## src/rtl/uart_pkg.sv

```systemverilog
//==============================================================================
// Module      : uart_pkg
// Description : Shared types and constants for the UART transmit arbiter.
// Revision    : 1.0 - initial release
//==============================================================================
`default_nettype none

package uart_pkg;

    localparam logic [1:0] C_ST_IDLE      = 2'd0;
    localparam logic [1:0] C_ST_LAUNCH    = 2'd1;
    localparam logic [1:0] C_ST_WAIT_BUSY = 2'd2;
    localparam logic [1:0] C_ST_WAIT_DONE = 2'd3;

    typedef enum logic [1:0] {
        ST_IDLE      = C_ST_IDLE,
        ST_LAUNCH    = C_ST_LAUNCH,
        ST_WAIT_BUSY = C_ST_WAIT_BUSY,
        ST_WAIT_DONE = C_ST_WAIT_DONE
    } arb_state_t;

    // Start, parity and stop bits wrap every data byte.
    localparam int C_FRAME_OVERHEAD    = 3;
    localparam int C_DEFAULT_DATA_BITS = 8;
    localparam int FRAME_BITS          = C_DEFAULT_DATA_BITS + C_FRAME_OVERHEAD;

    function automatic int frame_bits(input int data_bits);
        return data_bits + C_FRAME_OVERHEAD;
    endfunction

    // Low bit of client's byte within the packed req_data bus.
    function automatic int slice_lo(input int client, input int data_bits);
        return client * data_bits;
    endfunction

endpackage

`default_nettype wire

```

## src/rtl/rr_priority_pick.sv

```systemverilog
//==============================================================================
// Module      : rr_priority_pick
// Description : Combinational round-robin pick; first set request after last_grant.
// Revision    : 1.0 - initial release
//==============================================================================
`default_nettype none

module rr_priority_pick #(
    parameter int NUM_REQ = 4
) (
    input  logic [NUM_REQ-1:0]         req,
    input  logic [$clog2(NUM_REQ)-1:0] last_grant,
    output logic                       valid,
    output logic [$clog2(NUM_REQ)-1:0] grant_idx
);

    localparam int ID_W = $clog2(NUM_REQ);

    int w_idx;

    // Walk offsets from farthest to nearest so the nearest set bit wins.
    always_comb begin
        valid     = 1'b0;
        grant_idx = '0;
        w_idx     = 0;
        for (int off = NUM_REQ; off >= 1; off--) begin
            w_idx = int'(last_grant) + off;
            if (w_idx >= NUM_REQ) begin
                w_idx = w_idx - NUM_REQ;
            end
            if (req[w_idx]) begin
                valid     = 1'b1;
                grant_idx = ID_W'(w_idx);
            end
        end
    end

endmodule

`default_nettype wire

```

## src/rtl/uart_tx_arbiter.sv

```systemverilog
//==============================================================================
// Module      : uart_tx_arbiter
// Description : Round-robin sharing of one uart_Tx between NUM_REQ byte clients.
// Revision    : 1.0 - initial release
//==============================================================================
`default_nettype none

module uart_tx_arbiter
    import uart_pkg::*;
#(
    parameter int NUM_REQ   = 4,
    parameter int DATA_BITS = 8,
    parameter int TIMEOUT   = 4
) (
    input  logic                           clk,
    input  logic                           reset,
    input  logic [NUM_REQ-1:0]             req,
    input  logic [NUM_REQ*DATA_BITS-1:0]   req_data,
    output logic [NUM_REQ-1:0]             ack,
    output logic                           tx_transmit,
    output logic [DATA_BITS-1:0]           tx_data,
    input  logic                           tx_busy,
    output logic [$clog2(NUM_REQ)-1:0]     active_id,
    output logic                           frame_done,
    output logic                           tx_err
);

    localparam int ID_W  = $clog2(NUM_REQ);
    localparam int CNT_W = $clog2(TIMEOUT + 1);

    arb_state_t       r_state;
    logic [ID_W-1:0]  r_last_grant;
    logic [CNT_W-1:0] r_cnt;

    logic             w_valid;
    logic [ID_W-1:0]  w_grant_idx;

    rr_priority_pick #(
        .NUM_REQ    (NUM_REQ)
    ) u_pick (
        .req        (req),
        .last_grant (r_last_grant),
        .valid      (w_valid),
        .grant_idx  (w_grant_idx)
    );

    // Pulse outputs default low each cycle; only the state that owns them raises them.
    always_ff @(posedge clk or posedge reset) begin
        if (reset) begin
            r_state      <= ST_IDLE;
            r_last_grant <= ID_W'(NUM_REQ - 1);
            r_cnt        <= '0;
            ack          <= '0;
            tx_transmit  <= 1'b0;
            tx_data      <= '0;
            active_id    <= '0;
            frame_done   <= 1'b0;
            tx_err       <= 1'b0;
        end else begin
            ack         <= '0;
            tx_transmit <= 1'b0;
            frame_done  <= 1'b0;
            tx_err      <= 1'b0;

            case (r_state)
                ST_IDLE: begin
                    if (w_valid && !tx_busy) begin
                        tx_data          <= req_data[slice_lo(int'(w_grant_idx), DATA_BITS) +: DATA_BITS];
                        active_id        <= w_grant_idx;
                        r_last_grant     <= w_grant_idx;
                        ack[w_grant_idx] <= 1'b1;
                        tx_transmit      <= 1'b1;
                        r_state          <= ST_LAUNCH;
                    end
                end

                ST_LAUNCH: begin
                    r_cnt   <= '0;
                    r_state <= ST_WAIT_BUSY;
                end

                // A transmitter that never goes busy must not wedge the arbiter.
                ST_WAIT_BUSY: begin
                    if (tx_busy) begin
                        r_state <= ST_WAIT_DONE;
                    end else if (r_cnt == CNT_W'(TIMEOUT - 1)) begin
                        tx_err  <= 1'b1;
                        r_state <= ST_IDLE;
                    end else begin
                        r_cnt <= r_cnt + 1'b1;
                    end
                end

                ST_WAIT_DONE: begin
                    if (!tx_busy) begin
                        frame_done <= 1'b1;
                        r_state    <= ST_IDLE;
                    end
                end

                default: begin
                    r_state <= ST_IDLE;
                end
            endcase
        end
    end

endmodule

`default_nettype wire

```

## config.mk

```make
export PLATFORM = sky130hd
export DESIGN_NAME = uart_tx_arbiter
export DESIGN_NICKNAME = d
export VERILOG_FILES = /design/src/rtl/uart_pkg.sv /design/src/rtl/rr_priority_pick.sv /design/src/rtl/uart_tx_arbiter.sv
export SDC_FILE = /design/constraint.sdc
export NUM_CORES = 1
export LEC_CHECK = 0
export ABC_CLOCK_PERIOD_IN_PS = 3000
export CORE_ASPECT_RATIO = 1.25
export CORE_MARGIN = 2
export CORE_UTILIZATION = 45
export CTS_CLUSTER_SIZE = 25
export DETAILED_ROUTE_END_ITERATION = 10
export GPL_ROUTABILITY_DRIVEN = 0
export HOLD_SLACK_MARGIN = 0.12
export PLACE_DENSITY = 0.83
export SYNTH_ARGS = -nofsm -noshare
export SYNTH_HDL_FRONTEND = slang
export SYNTH_SLANG_ARGS = --single-unit
```

## constraint.sdc

```tcl
create_clock -name clk -period 3 [get_ports clk]
set_input_delay 0.75 -clock clk [delete_from_list [all_inputs] [get_ports clk]]
set_output_delay 0.75 -clock clk [all_outputs]
set_load 0.01 [all_outputs]
```

After elaboration in Yosys (flattened, before gate mapping)
Index checks and enable logic that the tools add are counted.
{ "totals": {"output_inout_bits": 17, "regBits": 24, "in_bits": 39, "elab_cells": 89} }
{ "op_classes": {"n_eq_ne": 9, "order_cmp": 10, "addsub": 9, "muxes": 43, "n_shift": 1, "reduce_logical": 8} }
{ "op_table": {"columns": ["cell", "n"], "rows": [
  ["$ge A32 B4 Y1 const B", 4],
  ["$lt A32 B4 Y1 const B", 4],
  ["$mux W32", 4],
  ["$sub A32 B4 Y32 const B", 4],
  ["$shiftx A32 B6 Y8", 1],
  ["$mux W1", 20],
  ["$mux W2", 8],
  ["$bmux W1 S2", 4],
  ["$mux W4", 2],
  ["$ne A2 B2 Y1 const B", 4],
  ["$pmux W2 S4", 1],
  ["$add A2 B2 Y3 const B", 2],
  ["$mux W3", 2],
  ["$pmux W3 S2", 1],
  ["$reduce_and A3 Y1", 2],
  ["$add A2 B3 Y4 const B", 1],
  ["$eq A2 B2 Y1 const B", 2],
  ["$add A2 B1 Y3 const B", 1],
  ["$add A3 B1 Y3 const B", 1],
  ["$eq A3 B2 Y1 const B", 1],
  ["$lt A2 B3 Y1 const B", 1],
  ["$ne A3 B3 Y1 const B", 1],
  ["$demux W1 S2", 1],
  ["$eq A2 B1 Y1 const B", 1],
  ["6 further kinds", 7]
]} }

Depth between registers and ports, before layout
Gate-level depths: netlist of run 1.
{ "depth": {"depth_word": 16, "mapped_depth": 7} }

Cells and area by module
Synthesis of run 1 repeated with hierarchy kept, for this count alone.
{ "hier_totals": {"cells_unflattened": 118, "hier_area_um2": 1291.2} }
{ "modules_own_cells": {"columns": ["module", "area_per_inst_um2", "seq_area_each_um2", "instances", "cells_each"], "rows": [
  ["uart_tx_arbiter", 1199.9, 603.1, 1, 104],
  ["rr_priority_pick", 91.3, 0.0, 1, 14]
]} }

Least setup slack after synthesis of run 1
No wires, ideal clock.
{ "synth_timing": {"path_type": "input-to-reg", "from": "input port req[3]", "to": "register tx_data[0]", "arrival_ps": 1889, "path_stages": 7, "required_ps": 2866, "setup_slack_ps": 977, "n_path_buf": 2, "setup_time_ps": 134, "cell_sequence": "nor2b_4 o21a_1 buf_6 nor3_4 buf_6 mux2i_1 o211ai_2"} }
{ "synth_between": {"elab_chain_cells": 9, "elab_cells_between_ends": 23} }
{ "synth_rtl": {"columns": ["element", "line_no", "text"], "rows": [
  ["start: declaration", "uart_tx_arbiter.sv:17", "input logic [NUM_REQ-1:0] req,"],
  ["branches (longest 9 deep; another with $shiftx A32 B6 Y8)", null, null],
  ["end signal: assignment", "uart_tx_arbiter.sv:68", "tx_data <= req_data[slice_lo(int'(w_grant_idx), DATA_BITS) +: DATA_BITS];"],
  ["end: declaration", "uart_tx_arbiter.sv:21", "output logic [DATA_BITS-1:0] tx_data,"]
]} }
Parallel ways; which one is timed is not known. The select of a mux whose other input is x is not followed.
A chain may end at the register's enable or synchronous reset.

Worst setup path in the final report of run 1
{ "layout_timing": {"from": "input port req[3]", "to": "register tx_data[1]"} }
Same word-level chain as after synthesis.

==> reports/qor.txt, run 1 <==
Min-Delay Path Class - register to register
Boundary Pins - 56
Synthesis-to-finish area growth - 43.3%
Synth Register Bits - 24
CTS HTree Levels - 1
Number of global-route vias before repair - 1,304
Fin. max-slew vios - 0
Nets@finish - 235
Initial antenna violation count - 0
First-pass GRT wire length - 5750 microns
DP HPWL - 2920 microns
Crit path max fanout - 10
Peak VDD IR - 0.515 mV
Worst Setup Start Kind - input port
Cells after Synth - 138
Die height - 65.9 microns
Postcts setup bufs - 0
Worst EP arrival - 2.75 ns
Layout cells sized above 1 - 8.81%
Total track usage - 21.9%
Tmin final - 2.53 ns
Root Buffer Master - clkbuf_4
Distinct cell type count after synthesis - 36
Post-route ant nets - 0
Syn avg cell area - 9.99 sq um
Power per cell area - 696 nW/um^2
Routed len/inst - 15.4 microns
Max_cap viols - 0
Worst path max stage delay - 0.54 ns
Post-synth top area share - 39.9%
Tcrit/Tclk final - 84.5%
YS warnings - 0
Number of cells upsized or downsized after cts - 0
Clock-pin slew on the worst setup and hold paths - 0.13 ns
Status - completed
Initial DRC count - 47
Final hold violation count - 0
Synth top area cells - dfrtp_1 (40%), mux2i_1 (5.8%), and4_1 (5.1%)
Slowest-stage cell, CP - a21oi_1
Total wire length - 3540 microns
Crit Path Category - input port to register
Worst setup margin - 0.465 ns
Worst-Margin Slew - 0.884 ns
Core footprint - 2920 sq um
PortBufs - 55
Yosys top cell by area - dfrtp_1
Crit end category - register
Num CTS Buffers - 3
Post-Place Setup Slack - 0.183 ns
Ant. Diodes - 0
Clk sinks - 24
Drt via density - 5.61
CTS tree - built
Finish-stage setup viols - 0
DRC violations left - 0
Post-synthesis sequential area ratio - 43.7%
Worst-path cell chain - clkdlybuf4s50_1, nor2b_4, or3b_1, a21oi_1, o21ai_0, o211ai_1
Overflow after GRT - 0
Initial Util - 47.3%
Drt pass-1 iters - 4
Site row count - 22
Fmax - 0.395 GHz
Fill cells - 260
Worst Skew - 0.00633 ns
Reg2Reg Setup Slack - 0.97 ns
Die X - 53.5 microns
Vias after detailed routing - 1,284
Slew HR - 41.0%
Pleak - 0.000842 uW
Largest net degree at the start of global routing - 25
Clk buf depth - 2
Final TNS setup - 0 ns
Synth Net Count - 179
Die ar. - 3530 sq um
RSZ-0062 raised after global routing - false
Post-Syn Area - 1380 sq um
Hold buffer count at cts - 0
Worst skew pair latency - 0.31 ns
Required time of the critical path - 3.22 ns
## synth_stat cells
library cell  count
buf_6             2
nand2_1          17
o41ai_2           1
and4_1            8
nor2b_4           1
nand3_1           1
ha_1              2
a21o_1            1
a2bb2oi_1         1
or3_1             1
nor3b_1           1
nor2_1           11
o31a_1            8
o211ai_1          3
nor2b_1           2
mux2i_1           8
dfrtp_1          22
a21oi_1           6
a21oi_4           1
o21ai_1           3
nor4_1            1
o22a_1            1
dfstp_2           2
or3b_1            1
inv_2             1
buf_2             2
inv_1             4
and2_1            1
clkbuf_1          2
nor4b_1           1
nor3_4            1
o21a_1            2
nand2b_1          2
o21ai_0          10
nor3_1            2
o211ai_2          5
## cells in the final DEF (no fill, tap or decap), types with 2 or more instances in the layout
cell type | Yosys | layout
o211ai_2 | 5 | 5
a21oi_1 | 6 | 6
clkbuf_4 | 0 | 3
clkdlybuf4s50_1 | 0 | 55
o21ai_0 | 10 | 10
mux2i_1 | 8 | 8
o211ai_1 | 3 | 3
o21ai_1 | 3 | 3
o21a_1 | 2 | 2
nor3_1 | 2 | 2
nand2_1 | 17 | 17
dfstp_2 | 2 | 2
nor2b_1 | 2 | 2
and4_1 | 8 | 8
ha_1 | 2 | 2
inv_1 | 4 | 4
nand2b_1 | 2 | 2
dfrtp_1 | 22 | 22
buf_4 | 0 | 2
nor2_1 | 11 | 11
o31a_1 | 8 | 8
## layout make-up
| class | count | area, sq um | share of cell area, % |
|---|---|---|---|
| Timing Repair Buffer | 57 | 566 | 28.6 |
| Sequential cell | 24 | 603 | 30.5 |
| Inverter | 5 | 18.8 | 0.950 |
| Multi-Input combinational cell | 103 | 717 | 36.3 |
| Tap cell | 36 | 45.0 | 2.28 |
| Clock buffer | 4 | 26.3 | 1.33 |
## where the power goes
group / internal (uW) / switching [uW]
combinational: 360 / 334
clock: 51.8 / 91.4
sequential: 444 / 94.1
total: 855 / 519
## cell families after synthesis
logic type                 synth area share, %
DFF                                       43.7
and+or+nand+nor                           21.0
muxes                                     5.81
AOI/OAI and AO/OA                         23.4
buffers and inverters                     4.26
adders and majority gates                 1.81
## worst max-delay path, delay by kind of cell
kind	cells	cell delay [ns]
AND/OR/NAND/NOR	2	0.56
buffers and inverters	1	0.52
AO/OA/AOI/OAI	3	0.92
## final timing paths
check	to	depth (start not counted)	startpoint
max in group asynchronous	tx_data[1]	2	reset
setup reg to reg	tx_data[1]	4	r_last_grant[1]
hold / removal	tx_data[0]	2	tx_data[0]
hold reg to reg	tx_data[0]	2	tx_data[0]
min in group asynchronous	ack[0]	2	reset
setup / recovery	tx_data[1]	6	req[3]
## per-stage QoR
stage / utilization, % / area (sq um) / hold slack, ns / std cells / power, uW
3_3_place_gp: 66.8 / 1950 / 0.482 / 225 / 1200
6_report: 67.7 / 1980 / 0.522 / 229 / 1370
3_5_place_dp: 66.8 / 1950 / 0.493 / 225 / 1240
5_1_grt: 67.7 / 1980 / 0.553 / 229 / 1470
4_1_cts: 67.7 / 1980 / 0.521 / 229 / 1380
2_1_floorplan: - / 1380 / 0.472 / 138 / 953
## flip-flops by register name, indices dropped and copies added, names as in the netlist
register      count
tx_transmit       1
tx_err            1
tx_data           8
frame_done        1
r_state           2
r_last_grant      2
active_id         2
r_cnt             3
ack               4
## routing by layer
layer  GRT usage [%]  up-vias  part of all wire, %
li1                -      614                    -
met1            25.3      619                   37
met2            41.7       51                   58
met3            1.36        0                  5.2
met4            6.41        0                    0
met5               0        -                    0
No activity file was read; power rests on OpenSTA's default activity.
==> run 2: changes to the inputs <==
- ABC_CLOCK_PERIOD_IN_PS: 3000 -> 2400
- CORE_UTILIZATION: 45 -> 43
- PLACE_DENSITY: 0.83 -> 0.8
- clock period: 3 -> 2.4 ns (I/O delays scaled with it)
==> run 2 against run 1 <==
Combinational power increased by 34%; core utilization down 0.90 points; register-to-register slack worse by 0.33 ns; sequential share of layout area is 1.7 points lower; clock skew decreased by 0.0030 ns; hold slack lost 0.040 ns; critical path depth up 1; final area rose by 6.1%; die area up 4.3%; clock power up 66%; largest cell class unchanged; first-iteration DRC count down 64%.
==> reports/qor.txt, run 2 (same netlist as run 1, synthesis figures left out) <==
Num CTS Buffers - 3 (unchanged)
Max_cap viols - 0 (unchanged)
Peak VDD IR - 0.511 mV (-0.70%)
Postcts setup bufs - 0 (unchanged)
Sequential Power Share - 36.4% (-2.7 points)
Most flops, register - tx_data
Post-route ant nets - 0 (unchanged)
Final core occ - 66.8% (-0.90 points)
Comb power frac - 50.6% (+0.2 points)
Most common cell after layout, fill and taps aside - clkdlybuf4s50_1
Hold buffer count at cts - 0 (unchanged)
Fmax - 0.465 GHz
Crit Path Category - input port to register
Synthesis-to-finish area growth - 52.0%
Clock-pin slew on the worst setup and hold paths - 0.08 ns (-0.05 ns)
Finish-stage setup viols - 0 (unchanged)
Die height - 67.3 microns (+2.2%)
Overflow after GRT - 0 (unchanged)
Dpl cell area - 2050 sq um (+5.2%)
Core footprint - 3140 sq um (+7.5%)
Worst Setup Start Kind - input port
Clk buf depth - 2 (unchanged)
Routed len/inst - 14.1 microns (-8.4%)
Final hold violation count - 0 (unchanged)
Clk sinks - 24 (unchanged)
Clock power share - 13.0% (+2.6 points)
Vias after detailed routing - 1,282 (-0.16%)
Total track usage - 21.0% (-0.94 points)
Worst Skew - 0.00334 ns (-0.00299 ns)
Largest net degree at the start of global routing - 25 (unchanged)
Number of cells upsized or downsized after cts - 0 (unchanged)
Worst-Margin Slew - 0.618 ns (-0.266 ns)
Design Power - 1830 uW (+33%)
Tmin final - 2.15 ns
Int Pwr - 1180 uW (+38%)
Drt via density - 5.34 (-4.7%)
PortBufs - 55 (unchanged)
Required time of the critical path - 2.54 ns (-0.68 ns)
Root Buffer Master - clkbuf_8
RSZ-0062 raised after global routing - false
Power per cell area - 875 nW/um^2 (+26%)
DRC violations left - 0 (unchanged)
Final TNS setup - 0 ns (unchanged)
Pleak - 0.000910 uW (+8.0%)
Initial antenna violation count - 0 (unchanged)
Boundary Pins - 56 (unchanged)
Drt pass-1 iters - 4 (unchanged)
Worst EP arrival - 2.29 ns (-0.46 ns)
Layout cells sized above 1 - 13.3% (+4.5 points)
DP HPWL - 2780 microns (-4.6%)
Max FFs per register - 8 (unchanged)
Slew HR - 58.4% (+17 points)
Biggest regs - tx_data x8, ack x4, r_cnt x3
Switching pwr - 656 uW (+26%)
Post-route cell area - 2100 sq um (+6.1%)
CTS tree - built
Ant. Diodes - 0 (unchanged)
Tcrit/Tclk final - 89.6%
Worst skew pair latency - 0.26 ns (-0.05 ns)
Die ar. - 3680 sq um (+4.3%)
Min-Delay Path Class - register to register
Crit path max fanout - 8 (-2)
Number of global-route vias before repair - 1,354 (+3.8%)
Total wire length - 3400 microns (-4.0%)
Status - completed
Most frequent cells in the layout - clkdlybuf4s50_1 (55), dfrtp_1 (22), nand2_1 (17)
First-pass GRT wire length - 5660 microns (-1.5%)
Crit end category - register
CTS HTree Levels - 1 (unchanged)
Sw Share - 35.8% (-2.0 points)
Fin. max-slew vios - 0 (unchanged)
Fill cells - 257 (-1.2%)
Initial DRC count - 17 (-64%)
Initial Util - 44.0% (-3.3 points)
Nets@finish - 245 (+4.3%)
Site row count - 23 (+4.5%)
Die X - 54.7 microns (+2.1%)
run 2: path summary, 6_finish.rpt:
kind / startpoint / end / slack [ns] / cells after the start
max reg2reg: r_last_grant[0] / tx_data[3] / 0.64 / 6
min reg2reg: active_id[1] / active_id[1] / 0.48 / 2
min: active_id[1] / active_id[1] / 0.48 / 2
min in group asynchronous: reset / ack[3] / 0.69 / 3
max in group asynchronous: reset / r_last_grant[0] / 1.41 / 3
max: req[3] / tx_data[3] / 0.25 / 7
run 2: layer usage:
metal	routed length, microns	share of wire, %	vias to the layer above	track usage (%)
met1	1380	41	603	23.2
li1	-	-	634	-
met5	0	0	-	0
met4	46	1.4	0	8.75
met2	1800	53	39	38.2
met3	165	4.9	6	3.32
run 2: per-stage QoR:
stage          worst slack, ns  cells  hold WS, ns
2_1_floorplan            0.527    138        0.472
3_3_place_gp            0.0587    236        0.464
3_5_place_dp           -0.0172    236        0.466
4_1_cts                  0.269    240        0.487
5_1_grt                  0.150    240        0.525
6_report                 0.250    240        0.482
run 2: power groups by stage:
stage	clock network (uW)	registers, uW	logic (uW)
CTS	247	666	935
finish	238	668	929
global placement	0	667	892
global route	263	687	1020
floorplan	0	688	504
detailed placement	0	672	936
run 2: worst max-delay path: stages:
cell             delay [ns]
clkdlybuf4s50_1        0.52
nor2b_4                0.19
o21a_1                 0.22
nor3_4                 0.24
buf_12                 0.16
mux2i_1                0.26
o211ai_2               0.09
run 2: cell type report:
type,instances,area (sq um),share of cell area (%)
clock buffers,4,45.0,2.15
well taps,37,46.3,2.21
repair buffers,67,666,31.8
multi-input cells,103,717,34.2
inverters,5,18.8,0.896
flip-flops and latches,24,603,28.8
==> run 3: changes to the inputs <==
- CAP_MARGIN: not set -> 20
==> results of run 3 <==
The final DEF is identical to that of run 2; final timing and power are the same.
